## src/rtl/ladybird_uart_rx_if.sv

```systemverilog
// ladybird_uart_rx_if: receive-side byte stream bundle.
// Source drives o_data/o_valid, sink drives o_ready as a pop strobe.
interface ladybird_uart_rx_if;
  logic [7:0] o_data;
  logic       o_valid;
  logic       o_ready;

  modport master (
    output o_data,
    output o_valid,
    input  o_ready
  );

  modport slave (
    input  o_data,
    input  o_valid,
    output o_ready
  );
endinterface

```

## src/rtl/ladybird_uart_rx.sv

```systemverilog
// ladybird_uart_rx: 8N1 UART receiver with a first-word-fall-through FIFO.
// Define LADYBIRD_UART_RX_PARITY_EN for 8E1 frames with an even-parity check.
module ladybird_uart_rx #(
  parameter logic [15:0] WTIME      = 16'h364,
  parameter int          FIFO_DEPTH = 4
) (
  input  logic               clk,
  input  logic               anrst,
  input  logic               uart_txd_in,
  ladybird_uart_rx_if.master rx,
  output logic               overrun,
  output logic               frame_err,
  input  logic               err_clr
);

  localparam int PW = $clog2(FIFO_DEPTH);
  localparam int CW = PW + 1;
  localparam logic [15:0]   HALF = WTIME >> 1;
  localparam logic [CW-1:0] FULL = CW'(FIFO_DEPTH);

`ifdef LADYBIRD_UART_RX_PARITY_EN
  typedef enum logic [2:0] {
    IDLE,
    START,
    DATA,
    PARITY,
    STOP,
    WAIT_HIGH
  } state_t;
`else
  typedef enum logic [2:0] {
    IDLE,
    START,
    DATA,
    STOP,
    WAIT_HIGH
  } state_t;
`endif

  state_t state, state_nxt;

  logic       rx_m;
  logic       rx_s;
  logic       rx_d;
  logic [1:0] sync_vld;
  logic       fall;

  logic [15:0] cnt, cnt_nxt;
  logic [7:0]  sh, sh_nxt;
  logic [2:0]  bitn, bitn_nxt;
  logic        expire;
  logic        push;
  logic        ferr_set;
`ifdef LADYBIRD_UART_RX_PARITY_EN
  logic        pbad, pbad_nxt;
`endif

  logic [7:0]    mem [FIFO_DEPTH];
  logic [PW-1:0] wp;
  logic [PW-1:0] rp;
  logic [CW-1:0] count;
  logic          full;
  logic          pop;
  logic          wr;
  logic          ovr_set;

  // Two-flop synchronizer; rx_d only holds a genuinely observed line level,
  // so a line that is already low after reset never looks like a fall.
  always_ff @(posedge clk or negedge anrst) begin
    if (!anrst) begin
      rx_m     <= 1'b1;
      rx_s     <= 1'b1;
      rx_d     <= 1'b0;
      sync_vld <= 2'b00;
    end else begin
      rx_m     <= uart_txd_in;
      rx_s     <= rx_m;
      rx_d     <= rx_s & sync_vld[1];
      sync_vld <= {sync_vld[0], 1'b1};
    end
  end

  assign fall   = rx_d & ~rx_s;
  assign expire = (cnt <= 16'd1);

  // FSM state register.
  always_ff @(posedge clk or negedge anrst) begin
    if (!anrst) state <= IDLE;
    else        state <= state_nxt;
  end

  // Next state, bit timing and frame assembly.
  always_comb begin
    state_nxt = state;
    cnt_nxt   = (cnt != 16'd0) ? cnt - 16'd1 : cnt;
    sh_nxt    = sh;
    bitn_nxt  = bitn;
    push      = 1'b0;
    ferr_set  = 1'b0;
`ifdef LADYBIRD_UART_RX_PARITY_EN
    pbad_nxt  = pbad;
`endif
    unique case (state)
      IDLE: begin
        if (fall) begin
          state_nxt = START;
          cnt_nxt   = HALF;
        end
      end
      START: begin
        if (expire) begin
          if (!rx_s) begin
            state_nxt = DATA;
            cnt_nxt   = WTIME;
            bitn_nxt  = 3'd0;
          end else begin
            state_nxt = IDLE;
          end
        end
      end
      DATA: begin
        if (expire) begin
          sh_nxt   = {rx_s, sh[7:1]};
          cnt_nxt  = WTIME;
          bitn_nxt = bitn + 3'd1;
          if (bitn == 3'd7) begin
`ifdef LADYBIRD_UART_RX_PARITY_EN
            state_nxt = PARITY;
`else
            state_nxt = STOP;
`endif
          end
        end
      end
`ifdef LADYBIRD_UART_RX_PARITY_EN
      PARITY: begin
        if (expire) begin
          pbad_nxt  = ^{sh, rx_s};
          cnt_nxt   = WTIME;
          state_nxt = STOP;
        end
      end
`endif
      STOP: begin
        if (expire) begin
          cnt_nxt = WTIME;
          if (rx_s) begin
            state_nxt = IDLE;
`ifdef LADYBIRD_UART_RX_PARITY_EN
            push      = ~pbad;
            ferr_set  = pbad;
`else
            push      = 1'b1;
`endif
          end else begin
            state_nxt = WAIT_HIGH;
            ferr_set  = 1'b1;
          end
        end
      end
      WAIT_HIGH: begin
        if (rx_s) state_nxt = IDLE;
      end
      default: state_nxt = IDLE;
    endcase
  end

  // Receive datapath registers.
  always_ff @(posedge clk or negedge anrst) begin
    if (!anrst) begin
      cnt  <= 16'd0;
      sh   <= 8'h00;
      bitn <= 3'd0;
`ifdef LADYBIRD_UART_RX_PARITY_EN
      pbad <= 1'b0;
`endif
    end else begin
      cnt  <= cnt_nxt;
      sh   <= sh_nxt;
      bitn <= bitn_nxt;
`ifdef LADYBIRD_UART_RX_PARITY_EN
      pbad <= pbad_nxt;
`endif
    end
  end

  assign full    = (count == FULL);
  assign pop     = rx.o_valid & rx.o_ready;
  assign wr      = push & (~full | pop);
  assign ovr_set = push & full & ~pop;

  // FIFO storage; contents are don't-care until count says otherwise.
  always_ff @(posedge clk) begin
    if (wr) mem[wp] <= sh;
  end

  // FIFO pointers and occupancy.
  always_ff @(posedge clk or negedge anrst) begin
    if (!anrst) begin
      wp    <= '0;
      rp    <= '0;
      count <= '0;
    end else begin
      if (wr)  wp <= wp + PW'(1);
      if (pop) rp <= rp + PW'(1);
      count <= count + CW'(wr) - CW'(pop);
    end
  end

  assign rx.o_valid = (count != '0);
  assign rx.o_data  = rx.o_valid ? mem[rp] : 8'h00;

  // Sticky error flags; a set in the same cycle beats the clear.
  always_ff @(posedge clk or negedge anrst) begin
    if (!anrst) begin
      overrun   <= 1'b0;
      frame_err <= 1'b0;
    end else begin
      if (ovr_set)      overrun <= 1'b1;
      else if (err_clr) overrun <= 1'b0;
      if (ferr_set)     frame_err <= 1'b1;
      else if (err_clr) frame_err <= 1'b0;
    end
  end

endmodule

```

## src/flat_wrapper.sv

```systemverilog
// flat-port wrapper written by rule: the top's interface ports become plain ports
module ladybird_uart_rx_flat 
#(
  parameter logic [15:0] WTIME      = 16'h364,
  parameter int          FIFO_DEPTH = 4
)
  (clk, anrst, uart_txd_in, overrun, frame_err, err_clr, rx_o_data, rx_o_valid, rx_o_ready);
  ladybird_uart_rx_if rx_i ();
  input  logic clk;
  input  logic anrst;
  input  logic uart_txd_in;
  output logic overrun;
  output logic frame_err;
  input  logic err_clr;
  output wire logic [$bits(rx_i.o_data)-1:0] rx_o_data;
  output wire logic [$bits(rx_i.o_valid)-1:0] rx_o_valid;
  input wire logic [$bits(rx_i.o_ready)-1:0] rx_o_ready;
  assign rx_o_data = rx_i.o_data;
  assign rx_o_valid = rx_i.o_valid;
  assign rx_i.o_ready = rx_o_ready;
  ladybird_uart_rx #(.WTIME(WTIME), .FIFO_DEPTH(FIFO_DEPTH)) u_core (.clk(clk), .anrst(anrst), .uart_txd_in(uart_txd_in), .rx(rx_i), .overrun(overrun), .frame_err(frame_err), .err_clr(err_clr));
endmodule
```

## config.mk

```make
export PLATFORM = sky130hd
export DESIGN_NAME = ladybird_uart_rx_flat
export DESIGN_NICKNAME = d
export VERILOG_FILES = /design/src/rtl/ladybird_uart_rx_if.sv /design/src/rtl/ladybird_uart_rx.sv /design/src/flat_wrapper.sv
export SDC_FILE = /design/constraint.sdc
export NUM_CORES = 1
export LEC_CHECK = 0
export ABC_AREA = 1
export CAP_MARGIN = 20
export CORE_UTILIZATION = 43
export CTS_CLUSTER_DIAMETER = 60
export DETAILED_ROUTE_END_ITERATION = 10
export DONT_BUFFER_PORTS = 1
export SYNTH_ARGS = -nofsm -noshare
export SYNTH_HDL_FRONTEND = slang
export SYNTH_SLANG_ARGS = --single-unit
export TNS_END_PERCENT = 100
```

## constraint.sdc

```tcl
create_clock -name clk -period 2.74 [get_ports clk]
set_input_delay 0.274 -clock clk [delete_from_list [all_inputs] [get_ports clk]]
set_output_delay 0.274 -clock clk [all_outputs]
set_load 0.03 [all_outputs]
```

==> results.md, run 1 <==
* Hold Slack at 0.0308 ns
* Cell accounting for the most synthesized area: dfrtp_1
* Startpoint types: flop
* WP depth at 14
* Most common cell after layout, fill and taps aside: nand2_1
* Post-DP Area at 3860 um2
* Syn_nets at 411
* Yosys cell types at 35
* RSZ-0062 raised after global routing: false
* Tcrit/Tclk final at 0.872
* Pleak at 1.93 nW
* Total of max-cap violations at 0
* Post-CTS Resized at 0
* Clock latency on the worst-skew pair at 0.34 ns
* CP delay by family, top: adder cells
* Worst setup EP type: flop
* Worst Setup Path Type: flop to flop
* Cts hold-fix bufs at 3
* Setup TNS at 0 ns
* Finished Core Util at 0.494
* DRT antenna net count at 0
* Iteration-0 DRC Markers at 85
* Layout cells sized above 1 at 0.137
* Worst-Margin Slew at 0.665 ns
* Die width at 94.9 um
* Post-route DRC at 0
* Main combinational cell family by area after synthesis: simple AND/OR/NAND/NOR gates
* Drt pass-1 iters at 4
* Starting Density at 0.448
* Antenna Diode Count at 0
* Footprint of the multi-input gates at 1450 um2
* Sequential share of the synthesized area at 0.556
* CTS tree: done
* Final nets at 427
* Seq cells post-synth at 76
* Routability congestion estimate at 0.821
* Synthesized cell area at 3710 um2
* Crit path max fanout at 7
* Maximum vdd drop at 0.000474 V
* Vias in the first global route at 2,512
* Clk sink count at 76
* R2r setup slk at 0.35 ns
* Commonest non-fill, non-tap cells in the layout: 78 x nand2_1, 71 x nor2_1, 42 x dfrtp_1
* # Post-CTS Setup Buffers at 0
* GRT Total Usage at 0.171
* Longest Clk Path Bufs at 2
* Hold path startpoint: err_clr
* Design Area, Final at 4100 um2
* Syn Inst Count at 394
* Worst Path Required at 2.98 ns
* Tightest Hold Check Type: input port to flop
* Critical R2R Capture: u_core.count[2]$_DFF_PN0_
* Post-synthesis compound-gate area fraction at 0.0653
* Placeable core area at 8300 um2
* Final setup vio count at 0
* Post-synthesis mux area share at 0
* Die Y at 94.9 um
* Die area at 9010 um2
* Crit path capture: u_core.count[2]$_DFF_PN0_
* Crit-path slowest cell: dfrtp_1
* Seq. cell area at 2060 um2
* Clock-pin slew on the worst setup and hold paths at 0.09 ns
* Top cell type's share of synthesized area at 0.283
* Rows at 33
* Vias/cell at 4.88
* Total grt overflow at 0
* I/O pin count at 16
* Worst stage delay on the critical path at 0.41 ns
* Status: finished, final reports clean
* Synth Area in XOR/XNOR at 0.0212
* Vias after detailed routing at 2,538
* Post-synthesis adder-cell area fraction at 0.0424
* Fill cell count at 794
* Hpwl dp at 4650 um
* Total Routed Length at 6690 um
* Final Hold Viols at 0
* Mean Syn Cell Area at 9.43 um2
* YS warnings at 0
* Worst setup startpoint: u_core.cnt[0]$_DFF_PN0_
* Fin crit period at 2.39 ns
* First-pass GRT wire length at 11,500 um
* Synth Area in Simple Gates at 0.260
* FMAX at 419 MHz
* Reg2reg start: u_core.cnt[0]$_DFF_PN0_
* Inserted Clock Buffers at 9
* CP Cell Sequence: inv_1, ha_1, inv_2, nand2_1, nand2_2, nor2_8, nand2_4, nor2_4, nand3_4, inv_2, ha_1, inv_1, fa_1, xnor2_1
* Antenna violations before repair at 0
* Synth top area cells: dfrtp_1 28%, edfxtp_1 26%, nand2_1 7.9%, nor2_1 7.2%, inv_1 3.8%
* Port Buf Inserts at 0
* Data arrival time of the critical path at 2.63 ns
* WL per Instance at 12.9 um
* Clk_skew at 0.0142 ns
* Relative max-transition margin at 0.557
* CTS H-Tree Depth at 3
* P per Cell Area at 893 nW/um2
* Area delta synth->final at 10.4%
* Root Buffer: clkbuf_8
* Worst path bufs/invs at 4
* Worst R2R Path Depth at 14
* Largest net degree at the start of global routing at 45
* Max-slew violation count at 0
## Yosys cell counts (all sizes together)
cell type  number
dfstp           2
clkbuf          1
fa              1
buf             5
edfxtp         32
or2             3
o22ai           2
nand3          23
a21o            2
nor2           82
nand2          85
nand3b          4
a21oi          14
clkinv          1
nand4           3
o211ai          2
inv            42
xnor2           2
conb            1
ha             11
dfrtp          42
nor3            2
o21ai          25
xor2            7
## kinds of logic after synthesis
| logic type | count (synthesis) |
|---|---|
| DFF | 76 |
| and+or+nand+nor | 202 |
| xor gates and xnor gates | 9 |
| adders and majority gates | 12 |
| AOI/OAI and AO/OA | 45 |
| other | 1 |
| buffers and inverters | 49 |
## through the flow
step | power, mW | worst slack, ns | std cells
global route | 3.92 | 0.126 | 520
finish | 3.66 | 0.351 | 520
CTS | 3.71 | 0.330 | 520
detailed placement | 2.85 | 0.335 | 501
global placement | 2.81 | 0.430 | 501
floorplan | 2.55 | 0.528 | 394
## worst min path at each step
stage / endpoint / cells after the start
after floorplan: u_core.bitn[0]$_DFFE_PN0P_ / 0
after global placement: u_core.sync_vld[0]$_DFF_PN0_ / 0
after detailed placement: u_core.sync_vld[1]$_DFF_PN0_ / 0
after CTS: u_core.overrun$_DFFE_PN0P_ / 1
after global routing: u_core.overrun$_DFFE_PN0P_ / 1
final: u_core.overrun$_DFFE_PN0P_ / 1
## flip-flops by register name (all words and copies together), names as in the netlist
register	cells
u_core.rx_s	1
u_core.sh	8
u_core.bitn	3
u_core.rx_m	1
u_core.state	3
u_core.rp	2
u_core.rx_d	1
u_core.overrun	1
u_core.wp	2
u_core.sync_vld	2
u_core.frame_err	1
u_core.count	3
u_core.mem	32
u_core.cnt	16
## per-layer routing
layer,track usage,share of wire
met4,0.0644,0.012
met3,0.0386,0.025
met1,0.202,0.48
met5,0,0
met2,0.301,0.49
## where the power goes
part	internal (mW)	switching [mW]	total, mW	leakage, nW
clock network	0.421	0.415	0.837	0.100
registers	1.30	0.189	1.49	0.897
logic	0.446	0.892	1.34	0.929
## layout make-up
class | count | share of cell area
clock inverters | 6 | 0.0152
multi-input cells | 269 | 0.353
flip-flops and latches | 76 | 0.503
clock buffers | 10 | 0.0311
repair buffers | 11 | 0.0262
inverters | 43 | 0.0393
well taps | 105 | 0.0320
No activity file was read; power rests on OpenSTA's default activity.
==> run 2: changes to the inputs <==
==> constraint.sdc (replaced) <==
create_clock -name clk -period 3.04 [get_ports clk]
set_input_delay 0.304 -clock clk [delete_from_list [all_inputs] [get_ports clk]]
set_output_delay 0.304 -clock clk [all_outputs]
set_load 0.03 [all_outputs]
==> run 2 against run 1 <==
Count of clock-buffer cells in the layout up 1. Critical path depth fell by 4. Worst setup slack improved by 0.22 ns. Via count down 1.1%. Register-to-register slack better by 0.22 ns. Routed wire length increased by 4.8%. Critical path type unchanged. Largest cell class unchanged.
==> results.md, run 2 (same netlist as run 1, synthesis figures left out) <==
* Drt pass-1 iters at 4
* Area delta synth->final at 8.93%
* Worst Path Required at 3.02 ns
* Rows at 33
* Most common cell after layout, fill and taps aside: nand2_1
* Layout cells sized above 1 at 0.118
* Maximum vdd drop at 0.000336 V
* Post-CTS Resized at 0
* Max reg flops at 32
* Die area at 9010 um2
* Final setup vio count at 0
* Clock latency on the worst-skew pair at 0.35 ns
* Longest Clk Path Bufs at 2
* Post-route DRC at 0
* RSZ-0062 raised after global routing: false
* Die Y at 94.9 um
* Status: finished, final reports clean
* WL per Instance at 13.7 um
* Vias/cell at 4.89
* Antenna Diode Count at 0
* Cells after DPL at 494
* Setup TNS at 0 ns
* Global route hottest layer: met2
* Vias after detailed routing at 2,509
* Finished Core Util at 0.488
* P per Cell Area at 806 nW/um2
* Top Registers: u_core.mem: 32 flops, u_core.cnt: 16 flops, u_core.sh: 8 flops
* CTS H-Tree Depth at 3
* Worst-Margin Slew at 0.728 ns
* Clock-pin slew on the worst setup and hold paths at 0.08 ns
* Met2 Use GR at 0.329
* Tcrit/Tclk final at 0.812
* Worst setup EP type: flop
* Total of max-cap violations at 0
* Fin crit period at 2.47 ns
* Routability congestion estimate at 0.844
* Met1 Use GR at 0.213
* Antenna violations before repair at 0
* Placeable core area at 8300 um2
* Power, Total at 3.26 mW
* Total Routed Length at 7020 um
* Startpoint types: flop
* Final nets at 420
* Commonest non-fill, non-tap cells in the layout: 78 x nand2_1, 71 x nor2_1, 42 x dfrtp_1
* Clk sink count at 76
* Fill cell count at 792
* GRT Total Usage at 0.185
* Tightest Hold Check Type: input port to flop
* DRT antenna net count at 0
* Finished Layout Cells at 513
* Vias in the first global route at 2,645
* Die width at 94.9 um
* FMAX at 405 MHz
* Register with the most flip-flops: u_core.mem
* CTS tree: done
* Met3 usage at 0.0346
* Total grt overflow at 0
* Hpwl dp at 5150 um
* Root Buffer: clkbuf_8
* Clk_skew at 0.00892 ns
* Worst Setup Path Type: flop to flop
* Final Hold Viols at 0
* Relative max-transition margin at 0.513
* Max-slew violation count at 0
* First-pass GRT wire length at 12,400 um
* Crit path max fanout at 8
* I/O pin count at 16
* Iteration-0 DRC Markers at 84
* Pleak at 1.88 nW
* Inserted Clock Buffers at 9
* Largest net degree at the start of global routing at 45
* Port Buf Inserts at 0
* Starting Density at 0.448
* Data arrival time of the critical path at 2.45 ns
* Hold Slack at 0.0537 ns
run 2: cell count changes in the layout (fill, tap and decap cells not counted):
cell / previous run / this run
buf_4: 8 / 1
clkinv_2: 3 / 1
clkbuf_1: 1 / 2
clkinv_1: 1 / 2
clkinvlp_4: 0 / 1
inv_6: 1 / 0
run 2: final timing paths:
| kind | slack, ns | startpoint | cells after the start | end |
|---|---|---|---|---|
| worst max-delay path | 0.57 | u_core.cnt[0]$_DFF_PN0_ | 10 | u_core.mem[3][4]$_DFFE_PP_ |
| worst min-delay path | 0.05 | err_clr | 1 | u_core.frame_err$_DFFE_PN0P_ |
| worst max register to register | 0.57 | u_core.cnt[0]$_DFF_PN0_ | 10 | u_core.mem[3][4]$_DFFE_PP_ |
| worst min register to register | 0.36 | u_core.sync_vld[0]$_DFF_PN0_ | 0 | u_core.sync_vld[1]$_DFF_PN0_ |
| max in group asynchronous | 2.33 | anrst | 2 | u_core.rx_m$_DFF_PN1_ |
| min in group asynchronous | 0.45 | anrst | 2 | u_core.overrun$_DFFE_PN0P_ |
run 2: stage by stage:
step | setup WS [ns] | cell area, um2
2_1_floorplan | 0.828 | 3710
3_3_place_gp | 0.687 | 3810
3_5_place_dp | 0.600 | 3810
4_1_cts | 0.571 | 4050
5_1_grt | 0.399 | 4050
6_report | 0.571 | 4050
run 2: timing repair:
action	in CTS	in global routing
hold buffers	3	0
buffers inserted	0	0
endpoints found under the hold margin	45	0
run 2: power by group:
group	leakage (nW)	switching [mW]	internal (mW)
combinational	0.892	0.809	0.365
clock	0.0909	0.370	0.377
sequential	0.897	0.172	1.17
run 2: worst max-delay path, stage by stage, from the launching register on:
cell,delay (ns)
dfrtp_1,0.40
inv_1,0.15
ha_1,0.29
inv_2,0.05
nand2_1,0.08
nand2_2,0.08
nor2_8,0.13
nand2_4,0.08
nor2_4,0.13
nand3_4,0.12
nor2_1,0.59
run 2: final cells by class:
cell class | instances | area [um2] | share of cell area
Timing Repair Buffer | 4 | 55.1 | 0.0136
Inverter | 43 | 161 | 0.0399
Sequential cell | 76 | 2060 | 0.510
Tap cell | 105 | 131 | 0.0325
Multi-Input combinational cell | 269 | 1450 | 0.358
Clock buffer | 11 | 131 | 0.0325
Clock inverter | 5 | 55.1 | 0.0136
run 2: metal layers:
| layer | share of wire | vias up | routed length (um) |
|---|---|---|---|
| li1 | - | 1290 | - |
| met2 | 0.51 | 32 | 3560 |
| met5 | 0 | - | 0 |
| met4 | 0.023 | 0 | 160 |
| met3 | 0.022 | 15 | 157 |
| met1 | 0.45 | 1172 | 3140 |
